### config.mk
export PLATFORM = sky130hd
export DESIGN_NAME = edge_pulse_gen_multi
export DESIGN_NICKNAME = d
export VERILOG_FILES = /design/src/rtl/edge_pulse_pkg.sv /design/src/rtl/edge_pulse_channel.sv /design/src/rtl/edge_pulse_gen_multi.sv
export SDC_FILE = /design/constraint.sdc
export NUM_CORES = 1
export LEC_CHECK = 0
export CAP_MARGIN = 0
export CORE_ASPECT_RATIO = 0.7
export CORE_MARGIN = 10
export CORE_UTILIZATION = 40
export DETAILED_ROUTE_END_ITERATION = 8
export HOLD_SLACK_MARGIN = 0.06
export PLACE_DENSITY = 0.66
export SLEW_MARGIN = 0
export SYNTH_ARGS = -nofsm -noshare
export SYNTH_HDL_FRONTEND = slang
export SYNTH_SLANG_ARGS = --single-unit
### constraint.sdc
create_clock -name clk -period 1.6 [get_ports clk]
set_input_delay 0.32 -clock clk [delete_from_list [all_inputs] [get_ports clk]]
set_output_delay 0.32 -clock clk [all_outputs]
set_load 0.01 [all_outputs]
### src/rtl/edge_pulse_pkg.sv
// rtl/edge_pulse_pkg.sv - mode encodings and counter-width helper
//
// Purpose : shared definitions for the edge pulse generator.
// Contents: MODE_RISE/MODE_FALL/MODE_BOTH/MODE_OFF encodings of the 2-bit
//           mode input, and cnt_w(n), the width of a counter that must hold
//           0..n-1 (at least 1 bit).
package edge_pulse_pkg;

   localparam logic [1:0] MODE_RISE = 2'b00;
   localparam logic [1:0] MODE_FALL = 2'b01;
   localparam logic [1:0] MODE_BOTH = 2'b10;
   localparam logic [1:0] MODE_OFF  = 2'b11;

   function automatic int cnt_w(input int n);
      return (n < 2) ? 1 : $clog2(n);
   endfunction

endpackage

### src/rtl/edge_pulse_channel.sv
// rtl/edge_pulse_channel.sv - one channel: sync, debounce, edge decode, repeat
//
// Purpose : synchronises one asynchronous input, debounces it into a level,
//           and emits a registered one-clock pulse on the edge(s) selected
//           by mode. With EDGE_PULSE_REPEAT_EN defined, a held rise also
//           produces auto-repeat pulses.
// Ports   : clk   - clock, all logic on rising edge
//           reset - synchronous active-high reset
//           src   - raw asynchronous input
//           mode  - 00 rise, 01 fall, 10 both, 11 disabled
//           pulse - registered one-clock pulse
//           level - registered debounced level
// Macro   : EDGE_PULSE_REPEAT_EN enables the repeat counter and the
//           REPEAT_DELAY/REPEAT_PERIOD parameters.
module edge_pulse_channel
   import edge_pulse_pkg::*;
#(
   parameter int SYNC_STAGES     = 2,
   parameter int DEBOUNCE_CYCLES = 16
`ifdef EDGE_PULSE_REPEAT_EN
   ,
   parameter int REPEAT_DELAY    = 1000,
   parameter int REPEAT_PERIOD   = 200
`endif
) (
   input  logic       clk,
   input  logic       reset,
   input  logic       src,
   input  logic [1:0] mode,
   output logic       pulse,
   output logic       level
);

   localparam int            CW       = cnt_w(DEBOUNCE_CYCLES);
   localparam logic [CW-1:0] CNT_LAST = CW'(DEBOUNCE_CYCLES - 1);

   logic [SYNC_STAGES-1:0] sync_q;
   logic [CW-1:0]          cnt_q;
   logic                   level_q;
   logic                   pulse_q;
   logic                   s;
   logic                   differ;
   logic                   toggle;
   logic                   rise_en;
   logic                   fall_en;
   logic                   edge_hit;
   logic                   rep_hit;

   assign s      = sync_q[SYNC_STAGES-1];
   assign differ = s ^ level_q;
   // Terminal count while still different: level flips on this edge.
   assign toggle = differ && (cnt_q == CNT_LAST);

   always_comb begin
      rise_en = 1'b0;
      fall_en = 1'b0;
      case (mode)
         MODE_RISE: rise_en = 1'b1;
         MODE_FALL: fall_en = 1'b1;
         MODE_BOTH: begin
            rise_en = 1'b1;
            fall_en = 1'b1;
         end
         MODE_OFF: begin
            rise_en = 1'b0;
            fall_en = 1'b0;
         end
      endcase
   end

   // Toggle direction follows the current level: 0->1 is a rise.
   assign edge_hit = toggle && (level_q ? fall_en : rise_en);

   always_ff @(posedge clk) begin
      if (reset) begin
         sync_q  <= '0;
         cnt_q   <= '0;
         level_q <= 1'b0;
         pulse_q <= 1'b0;
      end else begin
         sync_q  <= {sync_q[SYNC_STAGES-2:0], src};
         if (!differ) begin
            cnt_q <= '0;
         end else if (toggle) begin
            cnt_q   <= '0;
            level_q <= ~level_q;
         end else begin
            cnt_q <= cnt_q + CW'(1);
         end
         pulse_q <= edge_hit | rep_hit;
      end
   end

`ifdef EDGE_PULSE_REPEAT_EN
   localparam int            RW         = cnt_w((REPEAT_DELAY > REPEAT_PERIOD) ?
                                                REPEAT_DELAY : REPEAT_PERIOD);
   localparam logic [RW-1:0] REP_D_LAST = RW'(REPEAT_DELAY - 1);
   localparam logic [RW-1:0] REP_P_LAST = RW'(REPEAT_PERIOD - 1);

   logic [RW-1:0] rep_cnt_q;
   logic          rep_first_q;
   logic          rep_due;

   // rep_cnt_q counts edges since the last pulse of this held press; the
   // first gap uses the delay, later gaps the period. The edge on which
   // level falls never repeats.
   assign rep_due = level_q && !toggle &&
                    (rep_cnt_q == (rep_first_q ? REP_D_LAST : REP_P_LAST));
   assign rep_hit = rep_due && rise_en;

   always_ff @(posedge clk) begin
      if (reset) begin
         rep_cnt_q   <= '0;
         rep_first_q <= 1'b0;
      end else if (toggle) begin
         rep_cnt_q   <= '0;
         rep_first_q <= 1'b1;
      end else if (!level_q) begin
         rep_cnt_q <= '0;
      end else if (rep_due) begin
         rep_cnt_q   <= '0;
         rep_first_q <= 1'b0;
      end else begin
         rep_cnt_q <= rep_cnt_q + RW'(1);
      end
   end
`else
   assign rep_hit = 1'b0;
`endif

   assign pulse = pulse_q;
   assign level = level_q;

endmodule

### src/rtl/edge_pulse_gen_multi.sv
// rtl/edge_pulse_gen_multi.sv - multi-channel debounced edge pulse generator
//
// Purpose : CHANNELS independent edge_pulse_channel instances sharing one
//           clock, reset and mode; outputs are concatenated per channel.
// Ports   : clk   - clock, all logic on rising edge
//           reset - synchronous active-high reset
//           src   - CHANNELS raw asynchronous inputs
//           mode  - 00 rise, 01 fall, 10 both, 11 disabled (shared)
//           pulse - CHANNELS registered one-clock edge pulses
//           level - CHANNELS registered debounced levels
// Macro   : EDGE_PULSE_REPEAT_EN adds auto-repeat and the REPEAT_DELAY /
//           REPEAT_PERIOD parameters.
module edge_pulse_gen_multi
   import edge_pulse_pkg::*;
#(
   parameter int CHANNELS        = 4,
   parameter int SYNC_STAGES     = 2,
   parameter int DEBOUNCE_CYCLES = 16
`ifdef EDGE_PULSE_REPEAT_EN
   ,
   parameter int REPEAT_DELAY    = 1000,
   parameter int REPEAT_PERIOD   = 200
`endif
) (
   input  logic                clk,
   input  logic                reset,
   input  logic [CHANNELS-1:0] src,
   input  logic [1:0]          mode,
   output logic [CHANNELS-1:0] pulse,
   output logic [CHANNELS-1:0] level
);

   for (genvar i = 0; i < CHANNELS; i++) begin : g_ch
      edge_pulse_channel #(
         .SYNC_STAGES     (SYNC_STAGES),
         .DEBOUNCE_CYCLES (DEBOUNCE_CYCLES)
`ifdef EDGE_PULSE_REPEAT_EN
         ,
         .REPEAT_DELAY    (REPEAT_DELAY),
         .REPEAT_PERIOD   (REPEAT_PERIOD)
`endif
      ) u_ch (
         .clk   (clk),
         .reset (reset),
         .src   (src[i]),
         .mode  (mode),
         .pulse (pulse[i]),
         .level (level[i])
      );
   end

endmodule

-- Yosys cells after proc, flatten, opt, wreduce, memory -nomap -nowiden
Index checks and enable logic that the tools add are counted.
- register bits after elaboration: 32
- bits of input ports: 8
- logic and storage cells: 63
- $add $sub $neg: 4
- equality and inequality tests: 6
- mux-type cells: 6
- bitwise gates (word level): 12
- reductions and logical operators: 19
- operators with widths (kind ; count):
    adder 4 x 1 -> 4 bit, second input constant ; 4
    == test 4 bit, second input constant ; 4
    OR reduction 3 bit ; 4
    logical AND 1 bit ; 8
    NOT 1 bit ; 8
    AND reduction 2 bit ; 4
    2-to-1 mux 1 bit ; 6
    OR reduction 2 bit ; 2
    bitwise XOR 1 bit ; 4
    == test 2 x 1 -> 1 bit, second input constant ; 1
    == test 2 bit, second input constant ; 1
    zero test 2 bit ; 1

-- Longest topological paths before layout
- depth after elaboration: 5
- mapped depth: 5
- gate-level depth less buffers: 5

-- Modules after synthesis
From an unflattened synthesis, not the netlist that was laid out.
- cell total of the unflattened synthesis: 128
- area total of the unflattened synthesis: 1306.3 um^2
- by module, submodules not included (module ; instances ; cells an instance ; area each (um^2) ; sequential area each (um^2)):
    edge_pulse_channel ; 4 ; 32 ; 326.6 ; 160.2

-- Worst setup path after synthesis
Ideal clock, no wire load.
- kind: reg-to-reg
- start: reg g_ch[1].u_ch.cnt_q[0]
- end: reg g_ch[1].u_ch.cnt_q[3]
- library setup time: 0.064 ns
- data arrival time: 1.099 ns
- data required time: 1.536 ns
- path slack: 0.437 ns
- stages on the path, launching flop included: 5
- path buffers: 0
- period minus slack after synthesis: 1.163 ns
- path through: dfxtp_1 > ha_1 > nand3_1 > or3b_1 > nor2_1
- word-level cells in the longest chain between the ends: 3
- ends and longest elaborated chain (element ; RTL line ; text):
    from (decl) ; edge_pulse_channel.sv:38 ; logic [CW-1:0] cnt_q;
    from (signal assigned) ; edge_pulse_channel.sv:88 ; cnt_q <= cnt_q + CW'(1);
    parallel branches: the longest is 3 deep, another holds adder 4 x 1 -> 4 bit ; -- ;
Parallel ways; which one is timed is not known.
A chain may end at the register's enable or synchronous reset.

-- Worst setup path after layout
- start: reg g_ch[1].u_ch.level_q
- end: out level[1]
- RTL lines (element ; RTL line ; text):
    from (decl) ; edge_pulse_channel.sv:39 ; logic level_q;
    from (signal assigned) ; edge_pulse_channel.sv:86 ; level_q <= ~level_q;
    to (decl) ; edge_pulse_gen_multi.sv:30 ; output logic [CHANNELS-1:0] level
No word-level cell between the ends.

==> out/results.ini <==
[clock_tree]
cts_tree=built
htree_levels=2
clk_path_buf_depth=2
numCtsBuffers=5
clk_pin_slew_ns=0.07
clkLatencyLatePin_ns=0.28
cts-root-buf=clkbuf_8
clock-sinks=32

[floorplanning]
start_util=0.433
ios=16
die-area_um2=5790
dieWidth_um=86.7
die_y_um=66.7
rows=16
core_um2=2880

[route]
vias_per_cell=4.60
first_pass_iters=4
drt_iter0_drc=15
final_antenna_net_count=0
dr_total_vias=818
drc=0
wl_per_cell_um=10.6
totalWireLength_mm=1.89

[placed_design]
numPortBuffers=15
place_hpwl_mm=1.47
dpl_cell_area_um2=1390
routabilityCongestion=0.752
place_inst=170
preCtsSetupSlack_ns=-0.0565

[timing]
timing.setup.tns_ns=0
setup_viol_count_final=0
tightestPinTransition_ns=0.286
hold_violations=0
skew_ns=0.00363
rsz0062_at_grt=no
min_period_ns=1.53
fin_hold_ws_ns=0.435
drv_slew=0
max_slew_margin=0.809
setup_slack_ns=0.0748
maxClockFrequency_mhz=656
final.period_utilization=0.953

[logic_synthesis]
yosysMostFrequentCell=dfxtp_1
ys_top_cells_by_area=dfxtp_1 (51%), ha_1 (6.0%), xor2_1 (5.6%)
synth_top_cell_area_share=0.514
synth_xor_area_frac=0.0843
synth_ff_type=dfxtp_1
avgSynthCellArea_um2=9.82
synth_cells=127
synth_edf_count=0
ys_top_cells_by_count=dfxtp_1 (32), nor2_1 (16), nand3_1 (10)
ys_async_sr_fraction=0
synth-compound-area-share=0.0522
synth-adder-area-share=0.0602
synth-simple-area-share=0.182
ys_seq_elements=32
ys_types=19
synth_mux_area_frac=0.0321
synth-seq-area-share=0.514
synth_top_family_by_area=simple AND/OR/NAND/NOR gates
synth_nets=141
syn_area_um2=1250
yosys_warnings=0
yosysTopAreaCell=dfxtp_1

[setup_path]
crit_buf_inv=1
crit_chain=clkdlybuf4s50_1
worst_setup_path_start_kind=flip-flop
path_depth=1
ff2ff_path_depth=4
r2r_slack_ns=0.35
timing.rr.end=g_ch[1].u_ch.cnt_q[3]
crit_slowest_cell=clkdlybuf4s50_1
critPathArrivalTime_ns=1.21
worstPathRequired_ns=1.28
cpPeakStageDelay_ns=0.55
crit_start=g_ch[1].u_ch.level
rr_startpoint=g_ch[1].u_ch.cnt_q[0]
end_kind=primary output
worstSetupPathType=flip-flop to primary output
endpoint=level[1]
cp_max_fo=5
crit_family=buffers and inverters

[global_route]
grt_pass1_vias=746
grt_overflow=0
grt_max_degree=12
antenna_found_initial=0
grt_pass1_wl_mm=3.17
grt_usage=0.0695

[cells_and_area]
final_cell_area_um2=1510
antenna_cells=0
syn2layout_area_growth_pct=20.7
fillers=261
layout-drive-gt1-share=0.0986
stdcell_count=178
nets=155

[power]
power.ir.vdd_worst_mv=0.476
p_leak_uw=0.000625
power_density_nw_per_um2=1070

[run_status]
status=complete, no violations

[worst_hold_path]
hold_path_class=flip-flop to flip-flop

[job]
cap_violations=0

[cells in the final DEF, fill, tap and decap left out, types with 4 or more instances in the layout]
| master | count |
|---|---|
| dfxtp_2 | 4 |
| o21ai_0 | 4 |
| nand3_1 | 10 |
| nor2b_1 | 8 |
| mux2i_1 | 4 |
| clkbuf_8 | 5 |
| xor2_1 | 8 |
| dfxtp_1 | 28 |
| nor2_1 | 16 |
| ha_1 | 6 |
| inv_1 | 7 |
| o22a_1 | 4 |
| nand2_1 | 4 |
| nor3_1 | 6 |
| clkdlybuf4s50_1 | 15 |
| xnor2_1 | 4 |
[flip-flops by register name (all words and copies together) (netlist names)]
name,cells
g_ch.u_ch.sync_q,8
g_ch.u_ch.cnt_q,16
g_ch.u_ch.pulse,4
g_ch.u_ch.level,4
[per-stage QoR]
step            util  power, uW
6_report       0.522       1610
2_1_floorplan      -        867
5_1_grt        0.522       1680
3_5_place_dp   0.482        895
4_1_cts        0.522       1640
3_3_place_gp   0.482        894
[worst min-delay path by stage]
stage	from	endpoint	slack, ns	cells past startpoint
2_1_floorplan	g_ch[0].u_ch.sync_q[0]	g_ch[0].u_ch.sync_q[1]	0.41	1
4_1_cts	g_ch[0].u_ch.sync_q[0]	g_ch[0].u_ch.sync_q[1]	0.44	1
3_5_place_dp	g_ch[0].u_ch.sync_q[0]	g_ch[0].u_ch.sync_q[1]	0.42	1
6_report	g_ch[0].u_ch.sync_q[0]	g_ch[0].u_ch.sync_q[1]	0.44	1
3_3_place_gp	g_ch[2].u_ch.sync_q[0]	g_ch[2].u_ch.sync_q[1]	0.42	1
5_1_grt	g_ch[0].u_ch.sync_q[0]	g_ch[0].u_ch.sync_q[1]	0.45	1
[cell type report]
type                            count  area, um^2  share of cell area
Sequential cell                    32         646               0.429
Multi-Input combinational cell     78         512               0.340
Timing Repair Buffer               17         165               0.110
Clock buffer                        5        68.8              0.0457
Tap cell                           36        45.0              0.0299
Clock inverter                      3        42.5              0.0283
Inverter                            7        26.3              0.0175
[what timing repair did]
item	in CTS	in global routing
gates resized for setup	3	1
gates cloned	0	0
hold endpoints to repair	0	0
setup buffers	0	0
endpoints found under the setup margin	3	1
hold buffers	0	0
[where the power goes]
part	internal [uW]	switching [uW]	total (uW)
logic	34.0	26.4	60.3
clock network	460	277	737
registers	809	7.61	817
total	1300	311	1610
[logic make-up (layout without fill, tap and decap cells)]
logic type | Yosys count | after routing
AOI/OAI and AO/OA | 9 | 9
xor gates and xnor gates | 12 | 12
adders and majority gates | 6 | 6
buffers and inverters | 17 | 32
DFF | 32 | 32
muxes | 4 | 4
and+or+nand+nor | 47 | 47
[routing by layer]
metal	vias up	GRT usage	routed length, um
li1	437	-	-
met1	364	0.0765	914
met2	15	0.104	834
met3	2	0.0340	114
met4	0	0.0484	29
met5	-	0	0
Note: power is estimated with default switching activity, not from simulation.
